## src/rtl/onehot_codec_pkg.sv

```systemverilog
// Shared mode encodings and width helpers for the binary/one-hot codec.
package onehot_codec_pkg;

  localparam logic MODE_BIN2OH = 1'b0;
  localparam logic MODE_OH2BIN = 1'b1;

  function automatic int unsigned clog2(input int unsigned value);
    int unsigned result;
    result = 32'd0;
    while ((result < 32'd32) && ((32'd1 << result) < value)) begin
      result = result + 32'd1;
    end
    return result;
  endfunction

endpackage

```

## src/rtl/onehot_codec_if.sv

```systemverilog
// Request/result handshake bundle of the codec; the source side is master, the codec is slave.
interface onehot_codec_if #(
  parameter int BIN_WIDTH    = 4,
  parameter int ONEHOT_WIDTH = 16
);
  logic                    in_valid_i;
  logic                    in_ready_o;
  logic                    mode_i;
  logic [BIN_WIDTH-1:0]    bin_i;
  logic [ONEHOT_WIDTH-1:0] onehot_i;
  logic                    out_valid_o;
  logic                    out_ready_i;
  logic [ONEHOT_WIDTH-1:0] onehot_o;
  logic [BIN_WIDTH-1:0]    bin_o;
  logic                    mode_o;
  logic                    err_o;

  modport master (
    output in_valid_i, mode_i, bin_i, onehot_i, out_ready_i,
    input  in_ready_o, out_valid_o, onehot_o, bin_o, mode_o, err_o
  );

  modport slave (
    input  in_valid_i, mode_i, bin_i, onehot_i, out_ready_i,
    output in_ready_o, out_valid_o, onehot_o, bin_o, mode_o, err_o
  );
endinterface

```

## src/rtl/onehot_codec_prienc.sv

```systemverilog
// Lowest-set-bit priority encoder with zero and multi-hot flags; also used for grant encoding.
module onehot_to_bin_prienc #(
  parameter int ONEHOT_WIDTH = 16,
  parameter int BIN_WIDTH    = 4
) (
  input  logic [ONEHOT_WIDTH-1:0] onehot_i,
  output logic [BIN_WIDTH-1:0]    idx_o,
  output logic                    zero_o,
  output logic                    multi_o
);

  localparam logic [ONEHOT_WIDTH-1:0] OH_ONE = {{(ONEHOT_WIDTH-1){1'b0}}, 1'b1};

  // Scan downward so the lowest set bit is the last one to win.
  always_comb begin
    idx_o = {BIN_WIDTH{1'b0}};
    for (int i = ONEHOT_WIDTH - 1; i >= 0; i--) begin
      idx_o = onehot_i[i] ? BIN_WIDTH'(i) : idx_o;
    end
  end

  assign zero_o  = ~|onehot_i;
  assign multi_o = |(onehot_i & (onehot_i - OH_ONE));

endmodule

```

## src/rtl/onehot_codec.sv

```systemverilog
// Registered bidirectional binary/one-hot converter with valid/ready on both sides and a saturating error count.
module onehot_codec
  import onehot_codec_pkg::*;
#(
  parameter int BIN_WIDTH    = 4,
  parameter int ONEHOT_WIDTH = 16,
  parameter int CNT_WIDTH    = 8
) (
  input  logic                 clk_i,
  input  logic                 rst_ni,
  input  logic                 cnt_clr_i,
  output logic [CNT_WIDTH-1:0] err_cnt_o,
  onehot_codec_if.slave        bus
);

  localparam logic [ONEHOT_WIDTH-1:0] OH_ONE  = {{(ONEHOT_WIDTH-1){1'b0}}, 1'b1};
  localparam logic [ONEHOT_WIDTH-1:0] OH_ZERO = {ONEHOT_WIDTH{1'b0}};
  localparam logic [BIN_WIDTH-1:0]    BIN_ZERO = {BIN_WIDTH{1'b0}};
  localparam logic [CNT_WIDTH-1:0]    CNT_ONE  = {{(CNT_WIDTH-1){1'b0}}, 1'b1};
  localparam logic [CNT_WIDTH-1:0]    CNT_MAX  = {CNT_WIDTH{1'b1}};

  logic                    in_ready_s;
  logic                    accept_s;
  logic [ONEHOT_WIDTH-1:0] dec_oh_s;
  logic                    dec_err_s;
  logic [BIN_WIDTH-1:0]    pe_idx_s;
  logic                    pe_zero_s;
  logic                    pe_multi_s;
  logic                    res_err_s;

  logic                    out_valid_q, out_valid_d;
  logic [ONEHOT_WIDTH-1:0] onehot_q, onehot_d;
  logic [BIN_WIDTH-1:0]    bin_q, bin_d;
  logic                    mode_q, mode_d;
  logic                    err_q, err_d;
  logic [CNT_WIDTH-1:0]    err_cnt_q, err_cnt_d;

  onehot_to_bin_prienc #(
    .ONEHOT_WIDTH (ONEHOT_WIDTH),
    .BIN_WIDTH    (BIN_WIDTH)
  ) u_prienc (
    .onehot_i (bus.onehot_i),
    .idx_o    (pe_idx_s),
    .zero_o   (pe_zero_s),
    .multi_o  (pe_multi_s)
  );

  assign in_ready_s = !out_valid_q || bus.out_ready_i;
  assign accept_s   = bus.in_valid_i && in_ready_s;
  assign res_err_s  = (bus.mode_i == MODE_OH2BIN) ? (pe_zero_s | pe_multi_s) : dec_err_s;

  // Binary codes beyond the one-hot range decode to all-zero and are flagged.
  always_comb begin
    dec_oh_s  = OH_ZERO;
    dec_err_s = 1'b0;
    if (32'(bus.bin_i) < 32'(ONEHOT_WIDTH)) begin
      dec_oh_s = OH_ONE << bus.bin_i;
    end else begin
      dec_err_s = 1'b1;
    end
  end

  // Load on accept, drop valid on a drain without accept, otherwise hold everything.
  always_comb begin
    out_valid_d = out_valid_q;
    onehot_d    = onehot_q;
    bin_d       = bin_q;
    mode_d      = mode_q;
    err_d       = err_q;
    if (accept_s) begin
      out_valid_d = 1'b1;
      mode_d      = bus.mode_i;
      err_d       = res_err_s;
      case (bus.mode_i)
        MODE_BIN2OH: begin
          onehot_d = dec_oh_s;
          bin_d    = BIN_ZERO;
        end
        MODE_OH2BIN: begin
          onehot_d = OH_ZERO;
          bin_d    = pe_idx_s;
        end
        default: begin
          onehot_d = OH_ZERO;
          bin_d    = BIN_ZERO;
          err_d    = 1'b1;
        end
      endcase
    end else if (bus.out_ready_i) begin
      out_valid_d = 1'b0;
    end else begin
      out_valid_d = out_valid_q;
    end
  end

  // Clear wins over a same-cycle error increment.
  always_comb begin
    if (cnt_clr_i) begin
      err_cnt_d = {CNT_WIDTH{1'b0}};
    end else if (accept_s && res_err_s && (err_cnt_q != CNT_MAX)) begin
      err_cnt_d = err_cnt_q + CNT_ONE;
    end else begin
      err_cnt_d = err_cnt_q;
    end
  end

  // Result and counter state.
  always_ff @(posedge clk_i or negedge rst_ni) begin
    if (!rst_ni) begin
      out_valid_q <= 1'b0;
      onehot_q    <= OH_ZERO;
      bin_q       <= BIN_ZERO;
      mode_q      <= 1'b0;
      err_q       <= 1'b0;
      err_cnt_q   <= {CNT_WIDTH{1'b0}};
    end else begin
      out_valid_q <= out_valid_d;
      onehot_q    <= onehot_d;
      bin_q       <= bin_d;
      mode_q      <= mode_d;
      err_q       <= err_d;
      err_cnt_q   <= err_cnt_d;
    end
  end

  assign bus.in_ready_o  = in_ready_s;
  assign bus.out_valid_o = out_valid_q;
  assign bus.onehot_o    = onehot_q;
  assign bus.bin_o       = bin_q;
  assign bus.mode_o      = mode_q;
  assign bus.err_o       = err_q;
  assign err_cnt_o       = err_cnt_q;

endmodule

```

## src/flat_wrapper.sv

```systemverilog
// flat-port wrapper written by rule: the top's interface ports become plain ports
module onehot_codec_flat import onehot_codec_pkg::*;
#(
  parameter int BIN_WIDTH    = 4,
  parameter int ONEHOT_WIDTH = 16,
  parameter int CNT_WIDTH    = 8
)
  (clk_i, rst_ni, cnt_clr_i, err_cnt_o, bus_in_valid_i, bus_mode_i, bus_bin_i, bus_onehot_i, bus_out_ready_i, bus_in_ready_o, bus_out_valid_o, bus_onehot_o, bus_bin_o, bus_mode_o, bus_err_o);
  onehot_codec_if #(.BIN_WIDTH(BIN_WIDTH), .ONEHOT_WIDTH(ONEHOT_WIDTH)) bus_i ();
  input  logic clk_i;
  input  logic rst_ni;
  input  logic cnt_clr_i;
  output logic [CNT_WIDTH-1:0] err_cnt_o;
  input wire logic [$bits(bus_i.in_valid_i)-1:0] bus_in_valid_i;
  input wire logic [$bits(bus_i.mode_i)-1:0] bus_mode_i;
  input wire logic [$bits(bus_i.bin_i)-1:0] bus_bin_i;
  input wire logic [$bits(bus_i.onehot_i)-1:0] bus_onehot_i;
  input wire logic [$bits(bus_i.out_ready_i)-1:0] bus_out_ready_i;
  output wire logic [$bits(bus_i.in_ready_o)-1:0] bus_in_ready_o;
  output wire logic [$bits(bus_i.out_valid_o)-1:0] bus_out_valid_o;
  output wire logic [$bits(bus_i.onehot_o)-1:0] bus_onehot_o;
  output wire logic [$bits(bus_i.bin_o)-1:0] bus_bin_o;
  output wire logic [$bits(bus_i.mode_o)-1:0] bus_mode_o;
  output wire logic [$bits(bus_i.err_o)-1:0] bus_err_o;
  assign bus_i.in_valid_i = bus_in_valid_i;
  assign bus_i.mode_i = bus_mode_i;
  assign bus_i.bin_i = bus_bin_i;
  assign bus_i.onehot_i = bus_onehot_i;
  assign bus_i.out_ready_i = bus_out_ready_i;
  assign bus_in_ready_o = bus_i.in_ready_o;
  assign bus_out_valid_o = bus_i.out_valid_o;
  assign bus_onehot_o = bus_i.onehot_o;
  assign bus_bin_o = bus_i.bin_o;
  assign bus_mode_o = bus_i.mode_o;
  assign bus_err_o = bus_i.err_o;
  onehot_codec #(.BIN_WIDTH(BIN_WIDTH), .ONEHOT_WIDTH(ONEHOT_WIDTH), .CNT_WIDTH(CNT_WIDTH)) u_core (.clk_i(clk_i), .rst_ni(rst_ni), .cnt_clr_i(cnt_clr_i), .err_cnt_o(err_cnt_o), .bus(bus_i));
endmodule
```

## config.mk

```make
export PLATFORM = sky130hd
export DESIGN_NAME = onehot_codec_flat
export DESIGN_NICKNAME = d
export VERILOG_FILES = /design/src/rtl/onehot_codec_pkg.sv /design/src/rtl/onehot_codec_if.sv /design/src/rtl/onehot_codec_prienc.sv /design/src/rtl/onehot_codec.sv /design/src/flat_wrapper.sv
export SDC_FILE = /design/constraint.sdc
export NUM_CORES = 1
export LEC_CHECK = 0
export CELL_PAD_IN_SITES_DETAIL_PLACEMENT = 1
export CELL_PAD_IN_SITES_GLOBAL_PLACEMENT = 1
export CORE_UTILIZATION = 37
export CTS_BUF_LIST = sky130_fd_sc_hd__clkbuf_8
export CTS_CLUSTER_SIZE = 40
export DETAILED_ROUTE_END_ITERATION = 10
export GPL_ROUTABILITY_DRIVEN = 1
export GPL_TIMING_DRIVEN = 0
export HOLD_SLACK_MARGIN = 0.02
export PLACE_DENSITY = 0.94
export SLEW_MARGIN = 20
export SYNTH_ARGS = -nofsm -noshare
export SYNTH_HDL_FRONTEND = slang
export SYNTH_SLANG_ARGS = --single-unit
```

## constraint.sdc

```tcl
create_clock -name clk_i -period 5 [get_ports clk_i]
set_input_delay 0.75 -clock clk_i [delete_from_list [all_inputs] [get_ports clk_i]]
set_output_delay 0.75 -clock clk_i [all_outputs]
set_load 0.05 [all_outputs]
```

# Word-level counts from Yosys, hierarchy flattened
# Index checks and enable logic that the tools add are counted.
[word_totals]
reg_bits = 31
inputBits = 26
elab_cells = 46
[op_classes]
add_sub_neg = 2
eq_ne = 1
shifts = 1
muxes = 23
bitwise = 3
n_reduce_logical = 10
[op_table]
columns = ["op", "count"]
rows = [
  ["$mux W4", 16],
  ["$pmux W16 S2", 1],
  ["$reduce_or A16 Y1", 2],
  ["$and A16 B16 Y16", 1],
  ["$mux W8", 2],
  ["$shl A1 B4 Y16 const A", 1],
  ["$sub A16 B1 Y16 const B", 1],
  ["$add A8 B1 Y8 const B", 1],
  ["$ne A8 B8 Y1 const B", 1],
  ["$pmux W4 S2", 1],
  ["$reduce_bool A2 Y1", 2],
  ["$logic_and A1 B1 Y1", 3],
  ["$mux W1", 3],
  ["$logic_not A1 Y1", 2],
  ["$logic_or A1 B1 Y1", 1],
  ["$not A1 Y1", 1],
  ["$or A1 B1 Y1", 1],
]

# Depth between registers and ports, before layout
# Gate-level depths: netlist of the first run.
[depth]
ltp_word = 17
mapped_depth = 7

# Hierarchy
# From an unflattened synthesis of the first run, not the netlist that was laid out.
[unflattened]
cells_unflattened = 188
hier_area_um2 = 1720.4
[by_module_without_submodules]
columns = ["module", "n_inst", "cells_each", "area_per_inst_um2"]
rows = [
  ["onehot_codec", 1, 134, 1382.6],
  ["onehot_to_bin_prienc", 1, 54, 337.8],
]

# Worst setup path after synthesis of the first run
# No wires, ideal clock.
[synth_timing]
kind = "input to register"
from = "in bus_out_ready_i"
to = "reg u_core.err_cnt_q[7] (netlist: u_core.err_cnt_o[7])"
setup_ps = 125
t_arrival_ps = 2414
required_ps = 4875
path_slack_ps = 2461
cell_stages = 6
path_cell_list = "nand2b_1 -> nand3_1 -> a31oi_1 -> nand3_2 -> nor3_2 -> mux2_4"
[synth_via]
elab_chain_cells = 5
[synth_rtl]
columns = ["element", "line_no", "text"]
rows = [
  ["start: declaration", "flat_wrapper.sv:18", "input wire logic [$bits(bus_i.out_ready_i)-1:0] bus_out_ready_i;"],
  ["$logic_or A1 B1 Y1", "onehot_codec.sv:48", "assign in_ready_s = !out_valid_q || bus.out_ready_i;"],
  ["$logic_and A1 B1 Y1", "onehot_codec.sv:49", "assign accept_s = bus.in_valid_i && in_ready_s;"],
  ["$logic_and A1 B1 Y1 (2 in a row)", "onehot_codec.sv:100", "end else if (accept_s && res_err_s && (err_cnt_q != CNT_MAX)) begin"],
  ["$reduce_bool A2 Y1 (no line)", "-", ""],
  ["end signal: assignment", "onehot_codec.sv:115", "err_cnt_q <= {CNT_WIDTH{1'b0}};"],
  ["end signal: assignment", "onehot_codec.sv:122", "err_cnt_q <= err_cnt_d;"],
  ["end: declaration", "onehot_codec.sv:36", "logic [CNT_WIDTH-1:0] err_cnt_q, err_cnt_d;"],
]
# Every way passes these cells.
# A chain may end at the register's enable or synchronous reset.

# Worst setup path in the final report of the first run
[layout_timing]
from = "in bus_onehot_i[3]"
to = "reg u_core.err_cnt_q[7] (netlist: u_core.err_cnt_o[7])"
[layout_via]
elab_chain_cells = 8
word_cells_on_any_way = 10
cone_classes = "1 x add/sub; 1 x mux; 2 x bitwise; 6 x reduce/logical"
[layout_rtl]
columns = ["element", "line_no", "text"]
rows = [
  ["start: declaration", "flat_wrapper.sv:17", "input wire logic [$bits(bus_i.onehot_i)-1:0] bus_onehot_i;"],
  ["$sub A16 B1 Y16", "onehot_codec_prienc.sv:23", "assign multi_o = |(onehot_i & (onehot_i - OH_ONE));"],
  ["$and A16 B16 Y16", "onehot_codec_prienc.sv:23", ""],
  ["$reduce_or A16 Y1", "onehot_codec_prienc.sv:23", ""],
  ["$or A1 B1 Y1 (*)", "onehot_codec.sv:50", "assign res_err_s = (bus.mode_i == MODE_OH2BIN) ? (pe_zero_s | pe_multi_s) : dec_err_s;"],
  ["$mux W1 (*)", "onehot_codec.sv:50", ""],
  ["$logic_and A1 B1 Y1 (*) (2 in a row)", "onehot_codec.sv:100", ""],
  ["$reduce_bool A2 Y1 (no line) (*)", "-", ""],
]
# Every way passes the cells marked *; elsewhere a longest branch is shown, timed or not.

==> impl_metrics.tcl, run 1 <==
set metrics [dict create \
    outcome "finished clean" \
    synth_top_cells_by_area "sky130_fd_sc_hd__dfrtp_1 47%, sky130_fd_sc_hd__nand2_1 6.1%, sky130_fd_sc_hd__o21ai_0 3.9%, sky130_fd_sc_hd__nor2_1 3.6%, sky130_fd_sc_hd__a22o_1 3.2%" \
    netlist.area_leader.share_pct 46.51 \
    critical_path.endpoint_type "register" \
    cp-startpoint "bus_onehot_i[3]" \
    synthFlopType "sky130_fd_sc_hd__dfrtp_1" \
    clock_power_share_pct 39.7 \
    nNetsFinal 263 \
    yosysWarnings 0 \
    timing_worst_slew_pin_value_ps 802.0 \
    latest_clock_arrival_within_the_worst_skew_pair_ps 280 \
    grt_setup_unrepaired "false" \
    intPower_w 0.0004656 \
    post-route-util_pct 54.57 \
    design.die.area_sq_um 4780 \
    die_height_um 69.14 \
    cap_violations 0 \
    clock-root-buffer "sky130_fd_sc_hd__clkbuf_8" \
    tritoncts "done" \
    synthCells 176 \
    final-hold-violation-count 0 \
    worst_ep_arrival_time_ps 3120 \
    synthToLayoutAreaGrowth_pct 42.46 \
    crit_path_start_kind "primary input" \
    synth-edff-count 0 \
    seqPwrFrac_pct 40.8 \
    p_sw_share_pct 28.43 \
    reg2reg_setup_slack_ps 2940 \
    slew_headroom_pct 46.04 \
    worst_setup_hold_path_clk_slew_ps 70 \
    post-dp-hpwl_mm 3.604 \
    fmax_mhz 338.4 \
    switching_power_w 0.0001850 \
    antenna_violations_before_repair 0 \
    global_route.usage.total_pct 22.80 \
    timing.critical_path.slowest_stage_cell "sky130_fd_sc_hd__clkdlybuf4s50_1" \
    power_density_over_the_cells_nw_per_um2 273.8 \
    cts-root-to-sink-buffers 2 \
    r2r_worst_path_depth 7 \
    yosys.area.top_type "sky130_fd_sc_hd__dfrtp_1" \
    placement_rows 24 \
    detailedRoute.firstPassIterationCount 4 \
    routedLengthMet1_mm 2.123 \
    route.detailed.wl_per_inst_um 16.97 \
    power.static_leakage_nw 0.9618 \
    worstPathRequired_ps 5170 \
    gp_congestion 0.7688 \
    finalSetupTns_ps 0 \
    synth_area_sq_um 1668 \
    postCtsSetupBuffers 0 \
    yosys.cell_types.count 44 \
    yosys.cell_count.top_type "sky130_fd_sc_hd__dfrtp_1" \
    timing.final.crit_period_ps 2955 \
    initial_core_util_pct 38.30 \
    vias 1628 \
    avgViaCountPerCell 5.633 \
    synth_seq_cells 31 \
    vdd_ir_drop_max_uv 142.8 \
    cts_resized 0 \
    number_of_port_buffers 53 \
    antenna_violating_nets_post_route 0 \
    remaining_drc_errors 0 \
    total_nets_after_synthesis 203 \
    vias_in_the_first_global_route 1762 \
    hold_path_class "reg -> reg" \
    synthTopCellsByCount "31 x sky130_fd_sc_hd__dfrtp_1, 27 x sky130_fd_sc_hd__nand2_1, 16 x sky130_fd_sc_hd__nor2_1, 13 x sky130_fd_sc_hd__o21ai_0" \
    drt_iter0_markers 56 \
    numClockSinks 31 \
    grt_first_pass_wirelength_mm 8.742 \
    combinationalPowerShare_pct 19.4 \
    timing.final.max_slew_violations 0 \
    critical_path.reg2reg.endpoint "u_core.err_cnt_o[7]$_DFFE_PN0P_" \
    sequence_of_cells_on_the_critical_path "clkdlybuf4s50_1 -> nor4_4 -> a211oi_1 -> o21ai_0 -> nand4_2 -> nand3_2 -> nor3_2 -> mux2_4" \
    post-route-period-util_pct 59.11 \
    hold_buffers 0 \
    ios 58 \
    skew_ps 2.193 \
    cts_buffer_count 5 \
    critical_path_peak_fanout 7 \
    grt.overflow.total 0 \
    wl_met2_mm 2.469 \
    route.final.wire_length_mm 4.903 \
    postSynth.asyncResetShare_pct 100.0 \
    post-layout-total-power_w 0.0006506 \
    synth_sequential_area_ratio_pct 46.51 \
    top_layer_used "met4" \
    layout_cells_sized_above_1_pct 8.439 \
    wl_met3_um 186 \
    die_width_um 69.14 \
    synth_area_per_cell_sq_um 9.476 \
    core_sq_um 4354 \
    h-tree-depth 2 \
    critical_path.max_stage_delay_ps 530 \
    crit_path_end "u_core.err_cnt_o[7]$_DFFE_PN0P_" \
    crit-reg2reg-launch "u_core.err_cnt_o[0]$_DFFE_PN0P_" \
    antenna_cells_inserted 0 \
    setup_violators_final 0 \
    grt_max_degree 32 \
    timing_worst_setup_path_type "in -> reg" \
]
worst max-delay path, delay by kind of cell:
family	cells	cell delay (ps)
compound gates	2	500
mux	1	290
buf+inv	1	530
simple gates	4	1060
through the flow:
stage | setup WS [ps] | cells | cell area, sq um | hold slack (ps)
floorplan | 2461 | 176 | 1668 | 454.4
global placement | 1878 | 281 | 2263 | 464.6
detailed placement | 1758 | 281 | 2258 | 480.6
CTS | 2035 | 289 | 2376 | 494.7
global route | 1864 | 289 | 2376 | 513.5
finish | 2045 | 289 | 2376 | 487.6
placed cells by master, fill, tap and decap left out, drive strengths merged, types with 4 or more instances in the layout:
cell type / n
dfrtp: 31
inv: 4
nand2b: 5
a22o: 6
nor4: 7
clkbuf: 10
nand2: 27
o21ai: 13
nor2b: 5
nor3: 7
clkdlybuf4s50: 52
nand3: 7
nor2: 16
cells by family after synthesis:
| family | share of synthesized area (%) |
|---|---|
| flops | 46.51 |
| compound gates | 18.60 |
| buf+inv | 2.850 |
| mux | 1.500 |
| simple gates | 26.63 |
| xor+xnor | 3.151 |
| fa+ha+maj | 0.7501 |
power by group through the flow:
stage | sequential (W) | clock (W) | combinational [W]
after CTS | 0.000266 | 0.000263 | 0.000127
final | 0.000266 | 0.000259 | 0.000126
after global routing | 0.000267 | 0.000272 | 0.000136
after detailed placement | 0.000270 | 0 | 0.000126
after global placement | 0.000270 | 0 | 0.000122
after floorplan | 0.000300 | 0 | 0.0000345
area by class of cell:
cell class                 count  area, sq um
timing repair buffer          53        525.5
buffer                         7        32.53
clock buffer                   6        82.58
inverter                       4        15.01
multi-input combinational    134        844.6
sequential                    31        775.7
tap                           52        65.06
fill                         514         1978
clock inverter                 2        35.03
worst min path at each step:
stage               depth (start not counted)  slack (ps)                                  end                           startpoint
global placement                            2         460      u_core.bus.bin_o[1]$_DFFE_PN0P_      u_core.bus.bin_o[1]$_DFFE_PN0P_
detailed placement                          2         480      u_core.bus.bin_o[3]$_DFFE_PN0P_      u_core.bus.bin_o[3]$_DFFE_PN0P_
floorplan                                   0         450      u_core.bus.bin_o[0]$_DFFE_PN0P_                               rst_ni
finish                                      2         490  u_core.bus.onehot_o[14]$_DFFE_PN0P_  u_core.bus.onehot_o[14]$_DFFE_PN0P_
global route                                1         510  u_core.bus.onehot_o[13]$_DFFE_PN0P_  u_core.bus.onehot_o[13]$_DFFE_PN0P_
CTS                                         2         490      u_core.bus.bin_o[3]$_DFFE_PN0P_      u_core.bus.bin_o[3]$_DFFE_PN0P_
per-layer routing:
| layer | up-vias | track usage [%] |
|---|---|---|
| li1 | 759 | - |
| met1 | 807 | 28.25 |
| met2 | 49 | 38.51 |
| met3 | 13 | 5.263 |
| met4 | 0 | 8.617 |
| met5 | - | 0 |
state kept, by name, indices dropped and copies added, names as in the netlist:
| signal | flops |
|---|---|
| u_core.bus.bin_o | 4 |
| u_core.bus.err_o | 1 |
| u_core.bus.mode_o | 1 |
| u_core.bus.onehot_o | 16 |
| u_core.bus.out_valid_o | 1 |
| u_core.err_cnt_o | 8 |
(Power assumes the default switching activity.)
==> inputs of run 2 (changes only) <==
Settings changed: CORE_UTILIZATION 37 to 31, PLACE_DENSITY 0.94 to 0.85.
Clock period 5 ns to 2.5 ns, I/O delays scaled along.
==> impl_metrics.tcl, run 2 (synthesis results as in run 1) <==
set metrics [dict create \
    outcome "finished clean" \
    cts_buffer_count 5 \
    timing_worst_slew_pin_value_ps 709.4 \
    design.die.area_sq_um 5678 \
    post-route-period-util_pct 98.50 \
    ios 58 \
    worst_path_dominant_cell_family "buffers and inverters" \
    global_route.usage.total_pct 18.23 \
    timing_worst_setup_path_type "in -> reg" \
    power_density_over_the_cells_nw_per_um2 484.8 \
    numClockSinks 31 \
    worst_ep_arrival_time_ps 2630 \
    cts-root-to-sink-buffers 2 \
    antenna_cells_inserted 0 \
    dpl-instance-area_sq_um 2281 \
    number_of_port_buffers 53 \
    layout.cell_area.non_filler_sq_um 2445 \
    initial_core_util_pct 32.45 \
    setup_violators_final 0 \
    worst_setup_hold_path_clk_slew_ps 70 \
    tritoncts "done" \
    antenna_violations_before_repair 0 \
    route.detailed.wl_per_inst_um 15.56 \
    timing.final.max_slew_violations 0 \
    gp_congestion 0.8079 \
    grt_max_degree 32 \
    layout.cells.most_common_list "51 x sky130_fd_sc_hd__clkdlybuf4s50_1, 31 x sky130_fd_sc_hd__dfrtp_1, 27 x sky130_fd_sc_hd__nand2_1, 16 x sky130_fd_sc_hd__nor2_1, 12 x sky130_fd_sc_hd__o21ai_0" \
    drt_iter0_markers 57 \
    antenna_violating_nets_post_route 0 \
    latest_clock_arrival_within_the_worst_skew_pair_ps 290 \
    critical_path_peak_fanout 7 \
    avgViaCountPerCell 5.224 \
    die_width_um 75.35 \
    critical_path.max_stage_delay_ps 520 \
    timing.critical_path.slowest_stage_cell "sky130_fd_sc_hd__clkdlybuf4s50_1" \
    critical_path_buf_inv_count 3 \
    critical_path.endpoint_type "register" \
    crit_path_frequent_cell "sky130_fd_sc_hd__buf_4" \
    fmax_mhz 406.1 \
    layout_cells_sized_above_1_pct 11.52 \
    crit_path_start_kind "primary input" \
    synthToLayoutAreaGrowth_pct 46.59 \
    route.final.wire_length_mm 4.869 \
    vdd_ir_drop_max_uv 208.9 \
    post-layout-total-power_w 0.001185 \
    die_height_um 75.35 \
    nNetsFinal 270 \
    sequence_of_cells_on_the_critical_path "clkdlybuf4s50_1 -> nor4_4 -> buf_4 -> buf_4 -> a211oi_1 -> o21ai_1 -> nand4_4 -> nand3_2 -> nor3_2 -> mux2_4" \
    core_sq_um 5140 \
    placement_rows 26 \
    hold_path_class "in -> async" \
    vias_in_the_first_global_route 1614 \
    grt.overflow.total 0 \
    detailedRoute.firstPassIterationCount 4 \
    vias 1635 \
    largest_reg_flops 16 \
    worstPathRequired_ps 2660 \
    slew_headroom_pct 52.27 \
    timing.final.crit_period_ps 2463 \
    remaining_drc_errors 0 \
    final-hold-violation-count 0 \
    cap_violations 0 \
    grt_first_pass_wirelength_mm 7.748 \
    commonest_non_fill_non_tap_cell_in_the_layout "sky130_fd_sc_hd__clkdlybuf4s50_1" \
    skew_ps 7.253 \
    h-tree-depth 2 \
    power.static_leakage_nw 1.000 \
    clock-root-buffer "sky130_fd_sc_hd__clkbuf_8" \
    post-dp-hpwl_mm 3.601 \
]
run 2: cell types whose count changed in the layout (fill, tap and decap cells not counted):
cell	previous run	this run
sky130_fd_sc_hd__buf_4	0	7
sky130_fd_sc_hd__nor4_1	5	3
sky130_fd_sc_hd__nor4_2	0	2
sky130_fd_sc_hd__bufinv_16	1	0
sky130_fd_sc_hd__clkdlybuf4s50_1	52	51
sky130_fd_sc_hd__dlymetal6s2s_1	0	1
sky130_fd_sc_hd__nand4_2	1	0
sky130_fd_sc_hd__nand4_4	0	1
sky130_fd_sc_hd__o21ai_0	13	12
sky130_fd_sc_hd__o21ai_1	0	1
run 2: what timing repair did:
action / in CTS / in global routing
gates resized for setup: 0 / 5
setup endpoints to repair: 1 / 5
buffers inserted: 2 / 5
hold buffers: 0 / 0
pin swaps: 1 / 3
run 2: per-stage QoR:
| step | utilization (%) | instances | worst slack [ps] | hold slack, ps | TNS (ps) |
|---|---|---|---|---|---|
| 2_1_floorplan | - | 176 | 112.9 | 79.41 | 0 |
| 3_3_place_gp | 44.47 | 299 | -266.9 | 461.2 | -1240 |
| 3_5_place_dp | 44.38 | 299 | -350.4 | 464.6 | -1968 |
| 4_1_cts | 46.37 | 308 | 15.95 | 155.0 | 0 |
| 5_1_grt | 47.57 | 313 | -16.92 | 208.3 | -16.92 |
| 6_report | 47.57 | 313 | 37.46 | 139.9 | 0 |
run 2: worst paths after layout:
check / from / end / slack [ps] / depth (start not counted)
min reg2reg: u_core.bus.mode_o$_DFFE_PN0P_ / u_core.bus.mode_o$_DFFE_PN0P_ / 480 / 2
max: bus_onehot_i[3] / u_core.err_cnt_o[7]$_DFFE_PN0P_ / 40 / 10
min: rst_ni / u_core.bus.onehot_o[0]$_DFFE_PN0P_ / 140 / 1
min in group clk_i: u_core.bus.mode_o$_DFFE_PN0P_ / u_core.bus.mode_o$_DFFE_PN0P_ / 480 / 2
max reg2reg: u_core.bus.out_valid_o$_DFFE_PN0P_ / u_core.err_cnt_o[7]$_DFFE_PN0P_ / 430 / 6
max in group asynchronous: rst_ni / u_core.bus.onehot_o[8]$_DFFE_PN0P_ / 1900 / 1
run 2: area by class of cell:
cell class,instances,area [sq um]
repair buffers,60,580.6
well taps,70,87.58
clock inverters,1,5.005
multi-input cells,134,865.8
plain buffers,7,32.53
fillers,625,2695
flip-flops and latches,31,775.7
clock buffers,6,82.58
inverters,4,15.01
run 2: routing by layer:
layer	part of all wire, %	up-vias	GRT usage [%]	routed length (um)
met2	49	39	31.35	2394
met1	46	818	23.09	2216
li1	-	771	-	-
met4	1.6	0	6.584	76
met5	0	-	0	0
met3	3.7	7	3.175	182
run 2: power breakdown:
| group | switching (W) | internal (W) | leakage [nW] |
|---|---|---|---|
| registers | 0.0000110 | 0.000519 | 0.423 |
| logic | 0.000164 | 0.0000936 | 0.531 |
| clock network | 0.000181 | 0.000216 | 0.0470 |
